File: src/rtl/glitch_free_counter_if.sv
// glitch_free_counter_if
//   Bundles the control inputs and registered outputs of glitch_free_counter.
//   The master modport belongs to whoever drives the counter. The slave modport
//   belongs to the counter itself.
//
//   en        count enable
//   up        direction, 1 = increment, 0 = decrement
//   load      synchronous load strobe (takes priority over en)
//   load_val  value to load; values >= MODULUS are clamped to MODULUS-1
//   clr_ovf   synchronous clear of the sticky wrap flag
//   count     binary count (registered)
//   gray      Gray code of count (registered)
//   tc        one-cycle wrap pulse (registered)
//   ovf       sticky wrap flag (registered)
interface glitch_free_counter_if #(
    parameter int WIDTH = 4
);
    logic             en;
    logic             up;
    logic             load;
    logic [WIDTH-1:0] load_val;
    logic             clr_ovf;
    logic [WIDTH-1:0] count;
    logic [WIDTH-1:0] gray;
    logic             tc;
    logic             ovf;

    modport master (
        output en, up, load, load_val, clr_ovf,
        input  count, gray, tc, ovf
    );

    modport slave (
        input  en, up, load, load_val, clr_ovf,
        output count, gray, tc, ovf
    );
endinterface

File: src/rtl/glitch_free_counter.sv
// glitch_free_counter
//   Modulo-MODULUS up/down counter. Every output comes straight from a flop,
//   so count, gray, tc and ovf cannot glitch between clock edges.
//   The Gray code is derived from the next count value and registered on the
//   same edge as count. As a result, gray always matches count, including
//   after a load or a reset.
//
//   Parameters
//     WIDTH    counter width in bits (>= 2)
//     MODULUS  count range 0..MODULUS-1 (2 <= MODULUS <= 2**WIDTH)
//
//   Ports
//     clk  rising-edge clock
//     rst  asynchronous, active-high reset; forces all outputs to 0 at once
//     bus  glitch_free_counter_if.slave (controls in, registered results out)
//
//   Per edge, the priority is load > en > hold.
module glitch_free_counter #(
    parameter int WIDTH   = 4,
    parameter int MODULUS = 16
) (
    input  logic                  clk,
    input  logic                  rst,
    glitch_free_counter_if.slave  bus
);

    // MODULUS can be exactly 2**WIDTH, so the clamp compare uses one extra bit.
    localparam int               MAX_INT = MODULUS - 1;
    localparam logic [WIDTH:0]   MOD_EXT = MODULUS[WIDTH:0];
    localparam logic [WIDTH-1:0] MAX_VAL = MAX_INT[WIDTH-1:0];
    localparam logic [WIDTH-1:0] ONE     = {{(WIDTH-1){1'b0}}, 1'b1};

    logic [WIDTH-1:0] count_reg, count_next;
    logic [WIDTH-1:0] gray_reg,  gray_next;
    logic             tc_reg,    tc_next;
    logic             ovf_reg,   ovf_next;
    logic             wrap;

    // Next count and wrap detection.
    // Wrap happens only on counting edges, never on a load.
    always_comb begin
        count_next = count_reg;
        wrap       = 1'b0;
        if (bus.load) begin
            if ({1'b0, bus.load_val} < MOD_EXT) begin
                count_next = bus.load_val;
            end else begin
                count_next = MAX_VAL;
            end
        end else if (bus.en) begin
            if (bus.up) begin
                if (count_reg == MAX_VAL) begin
                    count_next = '0;
                    wrap       = 1'b1;
                end else begin
                    count_next = count_reg + ONE;
                end
            end else begin
                if (count_reg == '0) begin
                    count_next = MAX_VAL;
                    wrap       = 1'b1;
                end else begin
                    count_next = count_reg - ONE;
                end
            end
        end
    end

    // Gray code of the next count: g[i] = c[i] ^ c[i+1], and the MSB passes through.
    generate
        for (genvar gi = 0; gi < WIDTH - 1; gi++) begin : g_gray
            assign gray_next[gi] = count_next[gi] ^ count_next[gi + 1];
        end
    endgenerate
    assign gray_next[WIDTH-1] = count_next[WIDTH-1];

    // tc marks exactly the cycle that shows the post-wrap value.
    // ovf is sticky; when a wrap and clr_ovf arrive on the same edge, the wrap wins.
    always_comb begin
        tc_next  = wrap;
        ovf_next = ovf_reg;
        if (bus.clr_ovf) begin
            ovf_next = 1'b0;
        end
        if (wrap) begin
            ovf_next = 1'b1;
        end
    end

    always_ff @(posedge clk or posedge rst) begin
        if (rst) begin
            count_reg <= '0;
            gray_reg  <= '0;
            tc_reg    <= 1'b0;
            ovf_reg   <= 1'b0;
        end else begin
            count_reg <= count_next;
            gray_reg  <= gray_next;
            tc_reg    <= tc_next;
            ovf_reg   <= ovf_next;
        end
    end

    assign bus.count = count_reg;
    assign bus.gray  = gray_reg;
    assign bus.tc    = tc_reg;
    assign bus.ovf   = ovf_reg;

endmodule
File: src/flat_wrapper.sv
// flat-port wrapper written by rule: the top's interface ports become plain ports
module glitch_free_counter_flat 
#(
    parameter int WIDTH   = 4,
    parameter int MODULUS = 16
)
  (clk, rst, bus_en, bus_up, bus_load, bus_load_val, bus_clr_ovf, bus_count, bus_gray, bus_tc, bus_ovf);
  glitch_free_counter_if #(.WIDTH(WIDTH)) bus_i ();
  input  logic clk;
  input  logic rst;
  input wire logic [$bits(bus_i.en)-1:0] bus_en;
  input wire logic [$bits(bus_i.up)-1:0] bus_up;
  input wire logic [$bits(bus_i.load)-1:0] bus_load;
  input wire logic [$bits(bus_i.load_val)-1:0] bus_load_val;
  input wire logic [$bits(bus_i.clr_ovf)-1:0] bus_clr_ovf;
  output wire logic [$bits(bus_i.count)-1:0] bus_count;
  output wire logic [$bits(bus_i.gray)-1:0] bus_gray;
  output wire logic [$bits(bus_i.tc)-1:0] bus_tc;
  output wire logic [$bits(bus_i.ovf)-1:0] bus_ovf;
  assign bus_i.en = bus_en;
  assign bus_i.up = bus_up;
  assign bus_i.load = bus_load;
  assign bus_i.load_val = bus_load_val;
  assign bus_i.clr_ovf = bus_clr_ovf;
  assign bus_count = bus_i.count;
  assign bus_gray = bus_i.gray;
  assign bus_tc = bus_i.tc;
  assign bus_ovf = bus_i.ovf;
  glitch_free_counter #(.WIDTH(WIDTH), .MODULUS(MODULUS)) u_core (.clk(clk), .rst(rst), .bus(bus_i));
endmodule
File: config.mk
export PLATFORM = sky130hd
export DESIGN_NAME = glitch_free_counter_flat
export DESIGN_NICKNAME = d
export VERILOG_FILES = /design/src/rtl/glitch_free_counter_if.sv /design/src/rtl/glitch_free_counter.sv /design/src/flat_wrapper.sv
export SDC_FILE = /design/constraint.sdc
export NUM_CORES = 1
export LEC_CHECK = 0
export CAP_MARGIN = 5
export CORE_AREA = 4 4 42 44
export DETAILED_ROUTE_END_ITERATION = 10
export DIE_AREA = 0 0 46 48
export PLACE_DENSITY_LB_ADDON = 0.25
export SYNTH_ARGS = -nofsm -noshare
export SYNTH_HDL_FRONTEND = slang
export SYNTH_SLANG_ARGS = --single-unit
File: constraint.sdc
create_clock -name clk -period 2.06 [get_ports clk]
set_input_delay 0.412 -clock clk [delete_from_list [all_inputs] [get_ports clk]]
set_output_delay 0.412 -clock clk [all_outputs]
set_load 0.02 [all_outputs]
Word level (Yosys, flattened, before mapping)
Cells that the tools add are included.

operators by class
  muxes and demuxes = 12
  equality and inequality tests = 1
  reduce and logical (&&, ||, !) cells = 2
  $add $sub $neg = 2
  bitwise operators = 3

operators with widths
  cell                                                                number
  4-bit 2-to-1 mux                                                    5
  1-bit 2-to-1 mux                                                    7
  4-bit by 1-bit adder with 4-bit output, second input constant       1
  4-bit equality test, second input constant                          1
  4-bit logical NOT                                                   1
  4-bit by 1-bit subtractor with 4-bit output, second input constant  1
  1-bit bitwise XOR                                                   3
  2-bit nonzero test                                                  1

word-level totals
  register bits = 10
  input port bits = 10

Logic depth before layout (Yosys ltp)
  depth after elaboration = 6
  gate-level depth with buffers = 6

Worst setup path after synthesis
Ideal clock, no wire load.

  path type = flip-flop to flip-flop
  from = register u_core.count_reg[0], in the netlist u_core.bus.count[0]
  to = register u_core.gray_reg[1], in the netlist u_core.bus.gray[1]
  data required time = 1.930 ns
  stages on the path, launching flop included = 7
  setup slack = 0.457 ns
  arrival = 1.473 ns
  setup time = 0.130 ns
  clock period less this slack = 1.603 ns
  cell sequence = dfrtp_1 > inv_1 > ha_1 > mux2i_1 > mux2i_1 > nand2_1 > xnor2_1

between the ends
  cells in the longest elaborated chain, start to end = 6
  elaborated cells on any way between the ends = 10
  those cells by class = add/sub: 2; eq/ne: 1; mux: 5; bitwise: 1; reduce/logical: 1

RTL lines
  element                                                                    RTL line                                              RTL
  start, declared                                                            glitch_free_counter.sv:33                             logic [WIDTH-1:0] count_reg, count_next;
  start signal, assigned                                                     glitch_free_counter.sv:97                             count_reg <= count_next;
  4-bit by 1-bit subtractor with 4-bit output, or another cell as far along  glitch_free_counter.sv:63                             count_next = count_reg - ONE;
  4-bit 2-to-1 mux, on equally long branches                                 glitch_free_counter.sv:59, glitch_free_counter.sv:52
  4-bit 2-to-1 mux (*)                                                       glitch_free_counter.sv:51                             if (bus.up) begin
  4-bit 2-to-1 mux (*)                                                       glitch_free_counter.sv:50                             end else if (bus.en) begin
  4-bit 2-to-1 mux (*)                                                       glitch_free_counter.sv:44                             if (bus.load) begin
  via u_core.count_next[2]                                                   glitch_free_counter.sv:33
  1-bit bitwise XOR (*)                                                      glitch_free_counter.sv:72                             assign gray_next[gi] = count_next[gi] ^ count_next[gi + 1];
  via u_core.gray_next[1]                                                    glitch_free_counter.sv:34                             logic [WIDTH-1:0] gray_reg, gray_next;
  end signal, assigned                                                       glitch_free_counter.sv:98                             gray_reg <= gray_next;
  end, declared                                                              glitch_free_counter.sv:34

The timed path passes the listed nets; every way through them passes the cells marked *.
A chain may end at the register's enable or synchronous reset.

Final worst setup path
  from = register u_core.count_reg[3], in the netlist u_core.bus.count[3]
  to = output port bus_count[3]

RTL lines
  element        RTL line            RTL
  end, declared  flat_wrapper.sv:16  output wire logic [$bits(bus_i.count)-1:0] bus_count;

No word-level cell between the ends.

==> results.md <==
- Summing the sequential cell areas from Yosys gives 40.4% of the chip area.
- The number of nets still failing antenna checks after routing is 0.
- In this run the register-to-register setup slack is 410 ps.
- Of all flip-flops after synthesis, the portion carrying an async set or reset was 100%.
- The critical path start-end classification is flop to output pin.
- The fraction of met1 tracks used by global routing is 14.6%.
- The row count is 14.
- The total number of clock tree sinks is 9.
- Each instance of the synthesized netlist takes up on average 9.60 um^2.
- The synthesized netlist cell count is 58.
- In this run, flip-flops and latches consume 38.9% of the power.
- The number of flip-flops in the largest register is 4.
- Leaving out fill and tap cells, the most frequent cell in the layout is clkdlybuf4s50_1.
- The number of hold buffers added after CTS was 0.
- The number of antenna violations at the first check in global routing is 0.
- The class of the tightest hold or removal check is primary input to async pin.
- Cell internal power was estimated by the tool at 410 uW.
- In the global route stage, overall resource usage came out at 12.4%.
- The largest net degree at the start of global routing is 12.
- Clock tree synthesis inserted a total of 3 buffers.
- The clock insertion delay at the later pin of the skew report is 260 ps.
- The number of filler cells placed in the layout is 138.
- On the critical path, the stage with the largest delay is an instance of clkdlybuf4s50_1.
- In the routed layout, each cell is associated on average with a via count of 5.32.
- The clock passes through at most 2 buffers.
- Detailed placement finished with a half-perimeter wire length of 911 um.
- The share of the synthesized area in the top cell type is 40.4%.
- The number of maximum-capacitance violations is 0.
- The maximum ir drop on the vdd rail is 0.000471 V.
- The most used routing layer is met2.
- After clock tree synthesis, the setup repair step added 0 buffers.
- The fraction of power spent switching nets is 33.5%.
- The cell family contributing the most delay on the critical path is buffers and inverters.
- For this run, the post-layout net count is 91.
- Combinational logic is responsible for 39.9% of the overall power.
- The sum of overflow across all layers after global routing is 0.
- The part of the cycle the worst path needs is 88.8%.
- The time the worst path needs with I/O delays and setup is 1830 ps.
- The netlist uses 29 different library cells.
- The floorplan step defined a die boundary enclosing 2210 um^2.
- The data required time of the critical path is 1650 ps.
- The routed layout has 500 vias.
- After detailed routing, the average wire length per cell comes to 12.5 um.
- The most used flip-flop cell after synthesis is dfrtp_1.
- The detailed-route DRC error count is 0.
- Port buffering added 19 buffers.
- Prior to clock tree synthesis, the placed netlist has a worst setup slack of 111 ps.
- The clock group share of total power is 21.2%.
- STA classifies the critical path startpoint as a flop.
- Total power for the finished layout comes to 617 uW.
- Counting both buffers and inverters, the worst setup path holds a total of 1.
- The max-slew headroom at the worst pin is 74.6%.
- The largest total area in the synthesized netlist belongs to dfrtp_1.
- The flow ran to the end, and the final reports show no timing, DRC or antenna violations.
- Summed over all failing endpoints, the final setup total negative slack is 0 ps.
- The area growth from synthesis to layout is 39.8%.
- The cell area after placement is 752 um^2.
- The number of antenna diodes in the final layout is 0.
- The smallest setup slack after layout is 230 ps.
- The effective utilization at floorplan is 38.8%.
- The total routed wirelength is 1.18 mm.
- The top cell types in the final layout, fill and taps aside, are clkdlybuf4s50_1 (19), dfrtp_1 (9), inv_1 (7).
- The cell area power density is 792 nW/um^2.
- After routing the design area is 778 um^2.
- The vertical die dimension is 48 um.
- The violation count after the first detailed-route iteration is 11.
- The number of H-tree levels is 1.
- The I/O pin count is 20.
- Yosys attributes the largest share of cell area to dfrtp_1 (40%), mux2i_1 (7.2%), inv_1 (4.7%), a21oi_1 (4.5%), ha_1 (4.5%).
- The post-route netlist has 5.13% of its cells at a drive strength greater than 1.
- For this run, the top clock speed supported by timing is 0.546 GHz.
- The horizontal extent of the die is 46 um.
- The core outline area is 1440 um^2.
- Global routing consumed, on the met3 layer, 7.89% of the routing resources.
- The clock-pin transition on the worst setup and hold timing paths is 60 ps.
- Setup repair after global routing left no endpoint under its margin.
- On the worst path, the slowest cell contributes a delay of 660 ps.
- For this run, global-route usage on met2 was measured as 18.7%.
- The setup-violating endpoint count in the final report is 0.
- For this run, the number of Yosys warnings is 0.
- Summed over all cells, the static leakage comes to 0.349 nW.
- The final max-slew violation count came to 0.
- The number of flip-flops and latches in the synthesized netlist is 9.
- The number of resized instances in the post-cts repair step is 0.
- Summed over all nets, the switching power comes to 207 uW.
- The first global-routing pass estimated 1.88 mm of wire.
- The congestion estimate from routability-driven global placement came to 0.714.
- The number of flops mapped to enable cells by yosys is 0.
- Along the worst path, the maximum fanout reaches 10.
- Traced cell by cell, the critical path runs through clkdlybuf4s50_1.
- In this run the cell area of the synthesized design comes to 557 um^2.
- Synthesis produced a netlist with a net count of 70.
- The worst path arrival time is 1420 ps.
- TritonCTS built the clock tree.
- The worst-margin pin slew is 380 ps.
- The first-pass iteration count of the detailed router is 6.
- The clock root buffer is clkbuf_4.
- On the final layout, the worst clock skew is 9.79 ps.
- The hold violation total from the final report is 0.
- STA classifies the critical path endpoint as an output pin.
- The via count of the first global-routing pass was 435.
[cells in the mapped netlist (all sizes together), types with 2 or more instances]
| cell type | number |
|---|---|
| a21oi | 5 |
| clkbuf | 2 |
| dfrtp | 9 |
| ha | 2 |
| inv | 7 |
| mux2i | 4 |
| nand4 | 2 |
| nor2b | 3 |
| nor3b | 3 |
| xnor2 | 2 |
[path summary, 6_finish.rpt]
check	start	end	cells past startpoint
setup / recovery	u_core.bus.count[3]$_DFF_PP0_	bus_count[3]	1
setup reg to reg	u_core.bus.count[0]$_DFF_PP0_	u_core.bus.gray[0]$_DFF_PP0_	6
min in group clk	u_core.bus.ovf$_DFFE_PP0P_	u_core.bus.ovf$_DFFE_PP0P_	1
hold / removal	rst	u_core.bus.count[2]$_DFF_PP0_	2
max in group asynchronous	rst	u_core.bus.count[1]$_DFF_PP0_	2
hold reg to reg	u_core.bus.ovf$_DFFE_PP0P_	u_core.bus.ovf$_DFFE_PP0P_	1
[cells by family after synthesis]
logic type                 count (synthesis)  share of synthesized area (%)
DFF                                        9                           40.5
buffers and inverters                     10                           7.42
muxes                                      4                           7.19
AOI/OAI and AO/OA                         13                           15.7
adders and majority gates                  2                           4.49
and+or+nand+nor                           17                           20.0
xor gates and xnor gates                   3                           4.72
[power groups by stage]
stage,Clock (mW),Combinational [mW],Sequential (mW)
final,0.131,0.246,0.240
after floorplan,0,0.108,0.278
after CTS,0.138,0.250,0.240
after detailed placement,0,0.249,0.243
after global placement,0,0.247,0.244
after global routing,0.152,0.270,0.247
[per-layer routing]
layer / vias to the layer above / wire [um]
li1: 246 / -
met1: 232 / 510
met2: 20 / 532
met3: 2 / 124
met4: 0 / 6
met5: - / 0
[area by class of cell]
| class | instances | area, um^2 | share of cell area, % |
|---|---|---|---|
| tap | 16 | 20.0 | 2.57 |
| inverter | 7 | 26.3 | 3.38 |
| sequential | 9 | 225 | 28.9 |
| timing repair buffer | 19 | 190 | 24.4 |
| clock buffer | 4 | 26.3 | 3.38 |
| multi-input combinational | 39 | 290 | 37.3 |
[stage by stage]
stage | utilization, % | hold slack, ps | cells
finish | 54.2 | 406 | 94
floorplan | - | 240 | 58
global placement | 52.4 | 463 | 90
CTS | 54.2 | 411 | 94
global route | 54.2 | 421 | 94
detailed placement | 52.4 | 472 | 90
Power figures use the tool's default switching activity.
